`src/rtl/uart_mmio.sv`:
```
// Memory-mapped 8N1 UART with TX and RX FIFOs.
//
// Register map (word offsets):
//   0 TXDATA  write: push write_data[7:0] into TX FIFO; read returns 0
//   1 RXDATA  read: {23'b0, valid, byte} and pop; returns 0 when empty
//   2 STATUS  {tx_overflow, frame_error, rx_overrun, rx_valid, tx_idle, tx_full};
//             write-1-to-clear on bits 3..5
//   3 DIVISOR clocks per bit, min 4; read returns {16'b0, DIVISOR}
//
// Ports:
//   clk          single clock
//   reset_n      asynchronous active-low reset
//   enable       bus access strobe (already decoded for this block)
//   write_enable access is a write when enable=1
//   address      word offset
//   write_data   store data (word stores only)
//   read_data    registered load data, updated the edge after a read
//   uart_rx      serial input, asynchronous to clk
//   uart_tx      serial output, idle high
module uart_mmio #(
  parameter int unsigned CLK_DIV    = 434,
  parameter int unsigned FIFO_DEPTH = 4
) (
  input  logic        clk,
  input  logic        reset_n,
  input  logic        enable,
  input  logic        write_enable,
  input  logic [1:0]  address,
  input  logic [31:0] write_data,
  output logic [31:0] read_data,
  input  logic        uart_rx,
  output logic        uart_tx
);

  localparam int unsigned PtrW = (FIFO_DEPTH > 1) ? $clog2(FIFO_DEPTH) : 1;
  localparam int unsigned CntW = $clog2(FIFO_DEPTH + 1);
  localparam logic [CntW-1:0] FullCnt  = CntW'(FIFO_DEPTH);
  localparam logic [15:0]     DivReset = 16'(CLK_DIV);
  localparam logic [15:0]     DivMin   = 16'd4;

  // Bus decode
  logic bus_wr, bus_rd, tx_wr, rx_rd, st_wr, div_wr;
  assign bus_wr = enable & write_enable;
  assign bus_rd = enable & ~write_enable;
  assign tx_wr  = bus_wr && (address == 2'd0);
  assign rx_rd  = bus_rd && (address == 2'd1);
  assign st_wr  = bus_wr && (address == 2'd2);
  assign div_wr = bus_wr && (address == 2'd3);

  logic unused_wd;
  assign unused_wd = ^write_data[31:16];

  // Divisor
  logic [15:0] divisor_q, divisor_d;
  always_comb begin
    divisor_d = divisor_q;
    if (div_wr) begin
      divisor_d = (write_data[15:0] < DivMin) ? DivMin : write_data[15:0];
    end
  end

  // TX FIFO
  logic [7:0]      tx_mem [FIFO_DEPTH];
  logic [PtrW-1:0] tx_wptr_q, tx_rptr_q;
  logic [CntW-1:0] tx_cnt_q, tx_cnt_d;
  logic            tx_full, tx_empty, tx_pop, tx_push, tx_drop;

  assign tx_full  = (tx_cnt_q == FullCnt);
  assign tx_empty = (tx_cnt_q == '0);
  // A push into a full FIFO is accepted only if a pop frees a slot this cycle.
  assign tx_push  = tx_wr && (!tx_full || tx_pop);
  assign tx_drop  = tx_wr && tx_full && !tx_pop;

  always_comb begin
    tx_cnt_d = tx_cnt_q;
    if (tx_push && !tx_pop) begin
      tx_cnt_d = tx_cnt_q + CntW'(1);
    end else if (!tx_push && tx_pop) begin
      tx_cnt_d = tx_cnt_q - CntW'(1);
    end
  end

  always_ff @(posedge clk) begin
    if (tx_push) begin
      tx_mem[tx_wptr_q] <= write_data[7:0];
    end
  end

  // TX FSM
  typedef enum logic [1:0] {TxIdle, TxStart, TxData, TxStop} tx_state_e;
  tx_state_e   tx_state_q, tx_state_d;
  logic [7:0]  tx_shift_q, tx_shift_d;
  logic [2:0]  tx_bit_q, tx_bit_d;
  logic [15:0] tx_tick_q, tx_tick_d;
  logic [15:0] tx_len_q, tx_len_d;
  logic        tx_bit_done, tx_idle;

  // Each bit keeps the length latched at its start, so DIVISOR writes
  // only affect the next bit period.
  assign tx_bit_done = (tx_tick_q == tx_len_q - 16'd1);
  assign tx_idle     = tx_empty && (tx_state_q == TxIdle);

  always_comb begin
    tx_state_d = tx_state_q;
    tx_shift_d = tx_shift_q;
    tx_bit_d   = tx_bit_q;
    tx_tick_d  = tx_tick_q + 16'd1;
    tx_len_d   = tx_len_q;
    tx_pop     = 1'b0;
    unique case (tx_state_q)
      TxIdle: begin
        tx_tick_d = '0;
        if (!tx_empty) begin
          tx_state_d = TxStart;
          tx_pop     = 1'b1;
          tx_shift_d = tx_mem[tx_rptr_q];
          tx_len_d   = divisor_q;
        end
      end
      TxStart: begin
        if (tx_bit_done) begin
          tx_state_d = TxData;
          tx_bit_d   = '0;
          tx_tick_d  = '0;
          tx_len_d   = divisor_q;
        end
      end
      TxData: begin
        if (tx_bit_done) begin
          tx_shift_d = {1'b0, tx_shift_q[7:1]};
          tx_tick_d  = '0;
          tx_len_d   = divisor_q;
          if (tx_bit_q == 3'd7) begin
            tx_state_d = TxStop;
          end else begin
            tx_bit_d = tx_bit_q + 3'd1;
          end
        end
      end
      TxStop: begin
        if (tx_bit_done) begin
          tx_tick_d = '0;
          tx_len_d  = divisor_q;
          if (!tx_empty) begin
            tx_state_d = TxStart;
            tx_pop     = 1'b1;
            tx_shift_d = tx_mem[tx_rptr_q];
          end else begin
            tx_state_d = TxIdle;
          end
        end
      end
      default: tx_state_d = TxIdle;
    endcase
  end

  // Output decoded straight from reset flops so reset forces the line high at once.
  always_comb begin
    uart_tx = 1'b1;
    unique case (tx_state_q)
      TxStart: uart_tx = 1'b0;
      TxData:  uart_tx = tx_shift_q[0];
      default: uart_tx = 1'b1;
    endcase
  end

  // RX synchronizer and falling-edge detect
  logic rx_sync1_q, rx_sync2_q, rx_prev_q, rx_s, rx_fall;
  assign rx_s    = rx_sync2_q;
  assign rx_fall = rx_prev_q & ~rx_s;

  // RX FSM
  typedef enum logic [1:0] {RxIdle, RxStart, RxData, RxStop} rx_state_e;
  rx_state_e   rx_state_q, rx_state_d;
  logic [7:0]  rx_shift_q, rx_shift_d;
  logic [2:0]  rx_bit_q, rx_bit_d;
  logic [15:0] rx_tick_q, rx_tick_d;
  logic [15:0] rx_len_q, rx_len_d;
  logic        rx_bit_done, rx_push_req, frame_err_set;

  assign rx_bit_done = (rx_tick_q == rx_len_q - 16'd1);

  always_comb begin
    rx_state_d    = rx_state_q;
    rx_shift_d    = rx_shift_q;
    rx_bit_d      = rx_bit_q;
    rx_tick_d     = rx_tick_q + 16'd1;
    rx_len_d      = rx_len_q;
    rx_push_req   = 1'b0;
    frame_err_set = 1'b0;
    unique case (rx_state_q)
      RxIdle: begin
        rx_tick_d = '0;
        if (rx_fall) begin
          rx_state_d = RxStart;
          rx_len_d   = {1'b0, divisor_q[15:1]};
        end
      end
      RxStart: begin
        if (rx_bit_done) begin
          rx_tick_d = '0;
          rx_len_d  = divisor_q;
          rx_bit_d  = '0;
          // Start bit high at mid-point: treat as a glitch.
          rx_state_d = rx_s ? RxIdle : RxData;
        end
      end
      RxData: begin
        if (rx_bit_done) begin
          rx_shift_d = {rx_s, rx_shift_q[7:1]};
          rx_tick_d  = '0;
          rx_len_d   = divisor_q;
          if (rx_bit_q == 3'd7) begin
            rx_state_d = RxStop;
          end else begin
            rx_bit_d = rx_bit_q + 3'd1;
          end
        end
      end
      RxStop: begin
        if (rx_bit_done) begin
          rx_tick_d  = '0;
          rx_state_d = RxIdle;
          if (rx_s) begin
            rx_push_req = 1'b1;
          end else begin
            frame_err_set = 1'b1;
          end
        end
      end
      default: rx_state_d = RxIdle;
    endcase
  end

  // RX FIFO
  logic [7:0]      rx_mem [FIFO_DEPTH];
  logic [PtrW-1:0] rx_wptr_q, rx_rptr_q;
  logic [CntW-1:0] rx_cnt_q, rx_cnt_d;
  logic            rx_full, rx_empty, rx_pop, rx_push, overrun_set;

  assign rx_full     = (rx_cnt_q == FullCnt);
  assign rx_empty    = (rx_cnt_q == '0);
  assign rx_pop      = rx_rd && !rx_empty;
  assign rx_push     = rx_push_req && (!rx_full || rx_pop);
  assign overrun_set = rx_push_req && rx_full && !rx_pop;

  always_comb begin
    rx_cnt_d = rx_cnt_q;
    if (rx_push && !rx_pop) begin
      rx_cnt_d = rx_cnt_q + CntW'(1);
    end else if (!rx_push && rx_pop) begin
      rx_cnt_d = rx_cnt_q - CntW'(1);
    end
  end

  always_ff @(posedge clk) begin
    if (rx_push) begin
      rx_mem[rx_wptr_q] <= rx_shift_q;
    end
  end

  // Sticky status; a set in the same cycle as a clear wins.
  logic rx_overrun_q, rx_overrun_d;
  logic frame_error_q, frame_error_d;
  logic tx_overflow_q, tx_overflow_d;

  always_comb begin
    rx_overrun_d  = (rx_overrun_q  & ~(st_wr & write_data[3])) | overrun_set;
    frame_error_d = (frame_error_q & ~(st_wr & write_data[4])) | frame_err_set;
    tx_overflow_d = (tx_overflow_q & ~(st_wr & write_data[5])) | tx_drop;
  end

  logic [31:0] status;
  assign status = {26'b0, tx_overflow_q, frame_error_q, rx_overrun_q, !rx_empty,
                   tx_idle, tx_full};

  // Read data
  logic [31:0] read_data_d;
  always_comb begin
    read_data_d = read_data;
    if (bus_rd) begin
      unique case (address)
        2'd0: read_data_d = '0;
        2'd1: read_data_d = rx_empty ? 32'd0 : {23'b0, 1'b1, rx_mem[rx_rptr_q]};
        2'd2: read_data_d = status;
        2'd3: read_data_d = {16'b0, divisor_q};
        default: read_data_d = '0;
      endcase
    end
  end

  always_ff @(posedge clk or negedge reset_n) begin
    if (!reset_n) begin
      divisor_q     <= DivReset;
      tx_wptr_q     <= '0;
      tx_rptr_q     <= '0;
      tx_cnt_q      <= '0;
      tx_state_q    <= TxIdle;
      tx_shift_q    <= '0;
      tx_bit_q      <= '0;
      tx_tick_q     <= '0;
      tx_len_q      <= DivReset;
      rx_sync1_q    <= 1'b1;
      rx_sync2_q    <= 1'b1;
      rx_prev_q     <= 1'b1;
      rx_state_q    <= RxIdle;
      rx_shift_q    <= '0;
      rx_bit_q      <= '0;
      rx_tick_q     <= '0;
      rx_len_q      <= DivReset;
      rx_wptr_q     <= '0;
      rx_rptr_q     <= '0;
      rx_cnt_q      <= '0;
      rx_overrun_q  <= 1'b0;
      frame_error_q <= 1'b0;
      tx_overflow_q <= 1'b0;
      read_data     <= '0;
    end else begin
      divisor_q     <= divisor_d;
      if (tx_push) tx_wptr_q <= tx_wptr_q + PtrW'(1);
      if (tx_pop)  tx_rptr_q <= tx_rptr_q + PtrW'(1);
      tx_cnt_q      <= tx_cnt_d;
      tx_state_q    <= tx_state_d;
      tx_shift_q    <= tx_shift_d;
      tx_bit_q      <= tx_bit_d;
      tx_tick_q     <= tx_tick_d;
      tx_len_q      <= tx_len_d;
      rx_sync1_q    <= uart_rx;
      rx_sync2_q    <= rx_sync1_q;
      rx_prev_q     <= rx_sync2_q;
      rx_state_q    <= rx_state_d;
      rx_shift_q    <= rx_shift_d;
      rx_bit_q      <= rx_bit_d;
      rx_tick_q     <= rx_tick_d;
      rx_len_q      <= rx_len_d;
      if (rx_push) rx_wptr_q <= rx_wptr_q + PtrW'(1);
      if (rx_pop)  rx_rptr_q <= rx_rptr_q + PtrW'(1);
      rx_cnt_q      <= rx_cnt_d;
      rx_overrun_q  <= rx_overrun_d;
      frame_error_q <= frame_error_d;
      tx_overflow_q <= tx_overflow_d;
      read_data     <= read_data_d;
    end
  end

endmodule

```
`config.mk`:
```
export PLATFORM = sky130hd
export DESIGN_NAME = uart_mmio
export DESIGN_NICKNAME = d
export VERILOG_FILES = /design/src/rtl/uart_mmio.sv
export SDC_FILE = /design/constraint.sdc
export NUM_CORES = 1
export LEC_CHECK = 0
export ABC_AREA = 0
export CAP_MARGIN = 10
export CORE_UTILIZATION = 59
export DETAILED_ROUTE_END_ITERATION = 10
export PLACE_DENSITY_LB_ADDON = 0.08
export SLEW_MARGIN = 20
export SYNTH_ARGS = -nofsm -noshare
export SYNTH_HDL_FRONTEND = slang
export SYNTH_SLANG_ARGS = --single-unit
```
`constraint.sdc`:
```
create_clock -name clk -period 4.75 [get_ports clk]
set_input_delay 0.7125 -clock clk [delete_from_list [all_inputs] [get_ports clk]]
set_output_delay 0.7125 -clock clk [all_outputs]
set_load 0.02 [all_outputs]
```
# [After elaboration in Yosys (flattened, before gate mapping)]
# Memory sizes are Yosys's and may differ from the RTL's.
# Index checks and enable logic that the tools add are counted.
[op_classes] n_addsub=14 magnitude_cmp=1 eq_ne=29 n_mux=57 bitwise=17 n_reduce_logical=47
[op_table] op="one-hot mux 16 bit (2 select lines)" count=4
[op_table] op="one-hot mux 32 bit (4 select lines)" count=1
[op_table] op="2-to-1 mux 16 bit" count=7
[op_table] op="adder 16 x 1 -> 16 bit, second input constant" count=2
[op_table] op="equality test 16 bit" count=2
[op_table] op="subtractor 16 x 1 -> 16 bit, second input constant" count=2
[op_table] op="2-to-1 mux 3 bit" count=10
[op_table] op="2-to-1 mux 8 bit" count=3
[op_table] op="inequality test 2 bit, second input constant" count=12
[op_table] op="one-hot mux 8 bit (3 select lines)" count=1
[op_table] op="2-to-1 mux 2 bit" count=11
[op_table] op="logical AND 1 bit" count=16
[op_table] op="< comparator 16 x 3 -> 1 bit, second input constant" count=1
[op_table] op="one-hot mux 2 bit (4 select lines)" count=2
[op_table] op="2-to-1 mux 1 bit" count=13
[op_table] op="adder 3 x 1 -> 3 bit, second input constant" count=4
[op_table] op="equality test 2 bit, second input constant" count=6
[op_table] op="equality test 3 bit, second input constant" count=4
[op_table] op="one-hot mux 3 bit (2 select lines)" count=2
[op_table] op="AND reduction 5 bit" count=2
[op_table] op="nonzero test 2 bit" count=5
[op_table] op="bitwise AND 1 bit" count=9
[op_table] op="2-to-1 mux 9 bit" count=1
[op_table] op="adder 2 x 1 -> 2 bit, second input constant" count=4
[op_table] op="16 further kinds" count=41
[word_totals] register_bits=158 ramBits=64 in_bits=39 out_inout_bits=33 wordCells=191 mem_count=2
[memory_table] memory="rx_mem" words=4 width=8 read_ports=1 rd_clocked_by_memory_dff=0 wr=1 line="236" rtl="logic [7:0] rx_mem [FIFO_DEPTH];"
[memory_table] memory="tx_mem" words=4 width=8 read_ports=1 rd_clocked_by_memory_dff=0 wr=1 line="63" rtl="logic [7:0] tx_mem [FIFO_DEPTH];"

# [Depth between registers and ports, before layout]
# Gate-level depths: netlist of the first run.
[logic_depth] depth_word=10 ltp_mapped=16 depth_no_buf=15

# [Least setup slack after synthesis of the first run]
# Ideal clock, no wire load.
[synth_timing] path_type="register to register" startpoint="reg tx_len_q[0]" endpoint="reg tx_cnt_q[2]" setup_ps=79 t_arrival_ps=3785 t_required_ps=4671 setup_slack_ps=885 stages_incl_launch_ff=16 path_buffers=0 synth_period_minus_slack_ps=3865 cell_sequence="dfrtp_1 inv_1 ha_1 or4b_2 nor4_1 xnor2_1 nand4b_1 or4_4 nor3_1 a211o_1 ha_1 inv_1 fa_1 xor2_1 nor2_1 xor2_1"
[synth_via] elab_chain_cells=9 elab_cells_between_ends=12 classes_between="add/sub (1); eq/ne (1); mux (3); reduce/logical (7)"
[synth_rtl] item="start, declared" line="95" rtl="logic [15:0] tx_len_q, tx_len_d;"
[synth_rtl] item="start signal, assigned" line="302" rtl="tx_len_q <= DivReset;"
[synth_rtl] item="start signal, assigned" line="327" rtl="tx_len_q <= tx_len_d;"
[synth_rtl] item="subtractor 16 x 1 -> 16 bit *" line="100" rtl="assign tx_bit_done = (tx_tick_q == tx_len_q - 16'd1);"
[synth_rtl] item="equality test 16 bit *" line="100"
[synth_rtl] item="2-to-1 mux 1 bit *" line="141" rtl="if (tx_bit_done) begin"
[synth_rtl] item="one-hot mux 1 bit (2 select lines) *" line="110" rtl="unique case (tx_state_q)"
[synth_rtl] item="logical OR 1 bit *" line="71" rtl="assign tx_push = tx_wr && (!tx_full || tx_pop);"
[synth_rtl] item="logical AND 1 bit *" line="71"
[synth_rtl] item="net tx_push" line="66" rtl="logic tx_full, tx_empty, tx_pop, tx_push, tx_drop;"
[synth_rtl] item="logical NOT 1 bit" line="78" rtl="end else if (!tx_push && tx_pop) begin"
[synth_rtl] item="logical AND 1 bit" line="78"
[synth_rtl] item="nonzero test 2 bit (no line)"
[synth_rtl] item="end signal, assigned" line="322" rtl="tx_cnt_q <= tx_cnt_d;"
[synth_rtl] item="end, declared" line="65" rtl="logic [CntW-1:0] tx_cnt_q, tx_cnt_d;"
# Mark *: on every way through the listed nets, which the timed path passes. The rest lies on a longest branch.
# A chain may end at the register's enable or synchronous reset.

# [Final worst setup path of the first run]
# Ends and elaborated chain as after synthesis.

==> summary by stage, run 1 <==
Worst setup path
The type of destination of the critical path is a flip-flop. The worst setup path is launched from a flip-flop. The capturing point of the worst reg2reg path is tx_cnt_q[2].

The cell with the largest stage delay on the worst path is or4b_2. The number of cells on the worst reg-to-reg path is 15. The delay of the slowest cell on the worst path is 0.64 ns.

Walking the worst path, the cells encountered are inv_1 -> ha_1 -> or4b_2 -> nor4_1 -> xnor2_1 -> nand4b_1 -> or4_4 -> nor3_1 -> a211o_1 -> ha_1 -> inv_1 -> fa_1 -> xor2_1 -> nor2_1 -> xor2_1. The start point of the critical path is tx_len_q[0]. Of all nets on the critical path, the largest fanout is 7.

The arrival time of the worst setup path is 4.66 ns. The worst setup path is of the reg -> reg kind. Data on the critical path is required at its endpoint by 5.17 ns. Across all register-to-register paths, the minimum setup slack is 0.52 ns. In this run the critical register-to-register path is launched from tx_len_q[0]. The combined buffer and inverter count along the critical path is 2. The kind of cell with the highest combined delay along the critical path is simple AND/OR/NAND/NOR gates.

Logic synthesis
The share of Yosys cell area claimed by the top area cell type is 30.35%. Of all cell types, the one taking the most synthesized area is dfrtp_1. Among all flip-flop cells after synthesis, the most frequent one is dfrtp_1.

In this run the cell area of the synthesized design comes to 0.01022 mm². In this run, synthesis produced a sequential element count of 206. The number of enable-type register cells in the synthesized netlist is 64.

The synthesis warning total is 0. After technology mapping, the gate count stands at 834. The most used standard cell by instance count after synthesis is dfrtp_1. After synthesis, the most frequently instantiated cells are 124 x dfrtp_1, 73 x mux2_2, 64 x edfxtp_1. For this run, the register share of the synthesized area comes to 53.78%. Of all flip-flops after synthesis, the portion carrying an async set or reset was 68.93%.

In the post-synthesis netlist, the biggest area contributors are dfrtp_1 30%, edfxtp_1 19%, mux2_2 8.0%, dfstp_2 4.6%, xnor2_1 3.6%. The number of different library cells used by synthesis comes to 63. The average cell area after synthesis is 12.26 µm².

Floorplanning
The die is 133.6 µm wide. 72 I/O pins were placed. For this configuration, the core starts out at a cell density of 61.00%. After floorplanning, the core was divided into 47 placement rows.

After floorplanning, the core was sized to cover 0.01676 mm². The die covers 0.01786 mm². From bottom edge to top edge, the die measures 133.6 µm.

Placement
The standard cell area after detailed placement is 0.01075 mm². Before CTS, the worst setup slack after placement is 0.5589 ns. Summed over all nets, the half-perimeter wirelength after detailed placement is 14470 µm. The global placement routability congestion is 0.8537.

Input and output buffers added on the ports amount to 39. The total instance count after detailed placement is 1072.

Drt
The number of remaining DRC errors is 0. The routed length per placed instance is 18.40 µm. The number of vias per cell is 5.823. Summing over every cut layer, the via total after detailed routing is 6475. For this block, the initial DRC count from the detailed router was 304.

Before antenna repair, the detailed router went through 4 iterations. The final antenna-violating net count is 0. The sum of routed wire length over all layers is 20460 µm.

Global routing
The via count of the first global-routing pass was 6635. The number of antenna violations at the first check in global routing is 0. The global-route wire length before repair is 33890 µm. In the global route stage, overall resource usage came out at 24.11%. The leftover overflow at the end of global routing is 0. The maximum number of pins on one net before global-route repair is 111.

Final layout
The filler cell count is 1210. The count of inserted antenna diode cells is 0. In the final design database the tool counted 945 nets. From synthesis to final layout, the design area changed by 12.29%.

The post-route cell area is 0.01148 mm². The post-route netlist has 17.60% of its cells at a drive strength greater than 1. Measured on the finished design, the core utilization comes to 68.50%. For this run, the number of standard cells in the final layout without fillers is 1112.

Clock tree
After clock tree synthesis, the clock-pin slew on the worst setup and hold paths is 0.06 ns. The maximum clock path buffer count is 3. In this run the post-CTS setup repair buffer count came out at 0. In this run the number of H-tree levels came out at 1. The total number of clock tree sinks is 206. The CTS tree is built. The number of buffers created by CTS is 22.

The later pin in the worst-skew pair is clocked with a latency of 0.50 ns. In this run, post-CTS hold repair placed 0 buffers. The post-cts resize count is 0. The CTS root buffer is clkbuf_16.

Timing
Setup total negative slack on the finished layout was measured at 0 ns. The worst path meets setup with 0.5153 ns of slack. The final count of hold timing violations is 0. Setup violations remaining at the end of the flow were counted as 0.

The shortest period the worst path allows is 4.235 ns. Derived from the worst setup path, the maximum achievable clock frequency is 236.1 MHz. Setup repair after global routing left no endpoint under its margin. Between clock sinks in the finished design, the worst skew comes to 0.008858 ns. The relative max-transition margin is 40.43%. The tightest hold margin is 0.3130 ns. Dividing the final minimum period by the clock period gives 89.15%. The transition at the pin with the smallest max-transition slack is 0.8936 ns.

The count of pins over their slew limit came to 0.

Status
The flow ran to the end, and the final reports show no timing, DRC or antenna violations.

Pwr
The maximum resistive drop on vdd is 354.3 µV. The total power of the final layout is 6.363 mW. In this run the static leakage power is 4.583 nW. Dividing total power by cell area gives a power density of 554.3 mW/mm².

Hold path
The worst hold path class is in -> async.

Flow run
Max-cap violations in this run came to 0.
## worst max-delay path by stage
stage | endpoint | slack, ns | cells after the start
6_report | tx_cnt_q[2] | 0.52 | 15
5_1_grt | tx_cnt_q[2] | 0.30 | 15
3_5_place_dp | tx_cnt_q[2] | 0.56 | 15
3_3_place_gp | tx_cnt_q[2] | 0.63 | 15
2_1_floorplan | tx_cnt_q[2] | 0.89 | 15
4_1_cts | tx_cnt_q[2] | 0.54 | 15
## cell families (layout without fill, tap and decap cells)
kind of cell	count (synthesis)	after routing	synth area share, %
AND/OR/NAND/NOR	238	238	12.02
buffers and inverters	72	115	3.463
other	1	16	0.03668
multiplexers	110	110	13.73
AO/OA/AOI/OAI	100	100	6.560
flip-flops	206	206	53.78
XOR/XNOR	77	77	6.596
adder cells (fa/ha/maj)	30	30	3.818
## routing by layer
layer	track usage (%)	wire, µm	vias to the layer above
li1	-	-	3064
met1	32.10	8959	3236
met2	41.41	10280	146
met3	3.805	799	29
met4	6.061	422	0
met5	0	0	-
## cell usage in the layout, fill, tap and decap left out, types with 7 or more instances in the layout
cell type	n
nand4_1	7
and2_1	12
nand2_1	48
clkbuf_16	23
or4_1	7
nor3_1	21
a21oi_1	10
inv_1	30
and3_1	11
conb_1	16
nor2_1	58
mux2_1	9
o21ai_0	33
ha_1	28
edfxtp_1	64
mux4_2	16
dfrtp_1	124
nand3_1	27
nor4_1	8
xor2_1	35
clkdlybuf4s50_1	38
a22o_1	13
a31oi_1	7
nand2b_1	8
mux2_2	73
mux2i_1	12
dfstp_2	18
xnor2_1	42
## sequential cells by signal (all words and copies together), names as in the netlist, 8 cells and up, named ones only
signal,count
divisor_q,16
read_data,16
rx_len_q,16
rx_mem,32
rx_shift_q,8
rx_tick_q,16
tx_len_q,16
tx_mem,32
tx_shift_q,8
tx_tick_q,16
## worst register-to-register path, stage by stage (launching register included)
cell and delay [ns]:
dfrtp_1 0.41, inv_1 0.08, ha_1 0.19, or4b_2 0.64
nor4_1 0.35, xnor2_1 0.16, nand4b_1 0.18, or4_4 0.60
nor3_1 0.18, a211o_1 0.24, ha_1 0.23, inv_1 0.06
fa_1 0.38, xor2_1 0.17, nor2_1 0.12, xor2_1 0.16
## where the power goes
group          leakage (nW)  internal [mW]  total (mW)  switching [mW]
clock network         0.345           1.05        1.72           0.676
logic                  1.93          0.998        1.96           0.963
registers              2.31           2.21        2.68           0.472
## cell type report
cell class	instances	area (µm²)	share of cell area, %
clock buffers	28	594.3	5.177
clock inverters	12	136.4	1.188
inverters	31	116.4	1.014
multi-input cells	571	4428	38.57
flip-flops and latches	206	5498	47.89
well taps	220	275.3	2.398
repair buffers	44	431.7	3.760
(Power assumes the default switching activity.)
==> inputs of run 2 (changes only) <==
--- a/config.mk
+++ b/config.mk
@@ -8,6 +8,7 @@
 export ABC_AREA = 0
 export CAP_MARGIN = 10
 export CORE_UTILIZATION = 59
+export CTS_CLUSTER_SIZE = 25
 export DETAILED_ROUTE_END_ITERATION = 10
 export PLACE_DENSITY_LB_ADDON = 0.08
 export SLEW_MARGIN = 20
==> results of run 2 <==
No change in the layout: final DEF, timing and power equal those of run 1.
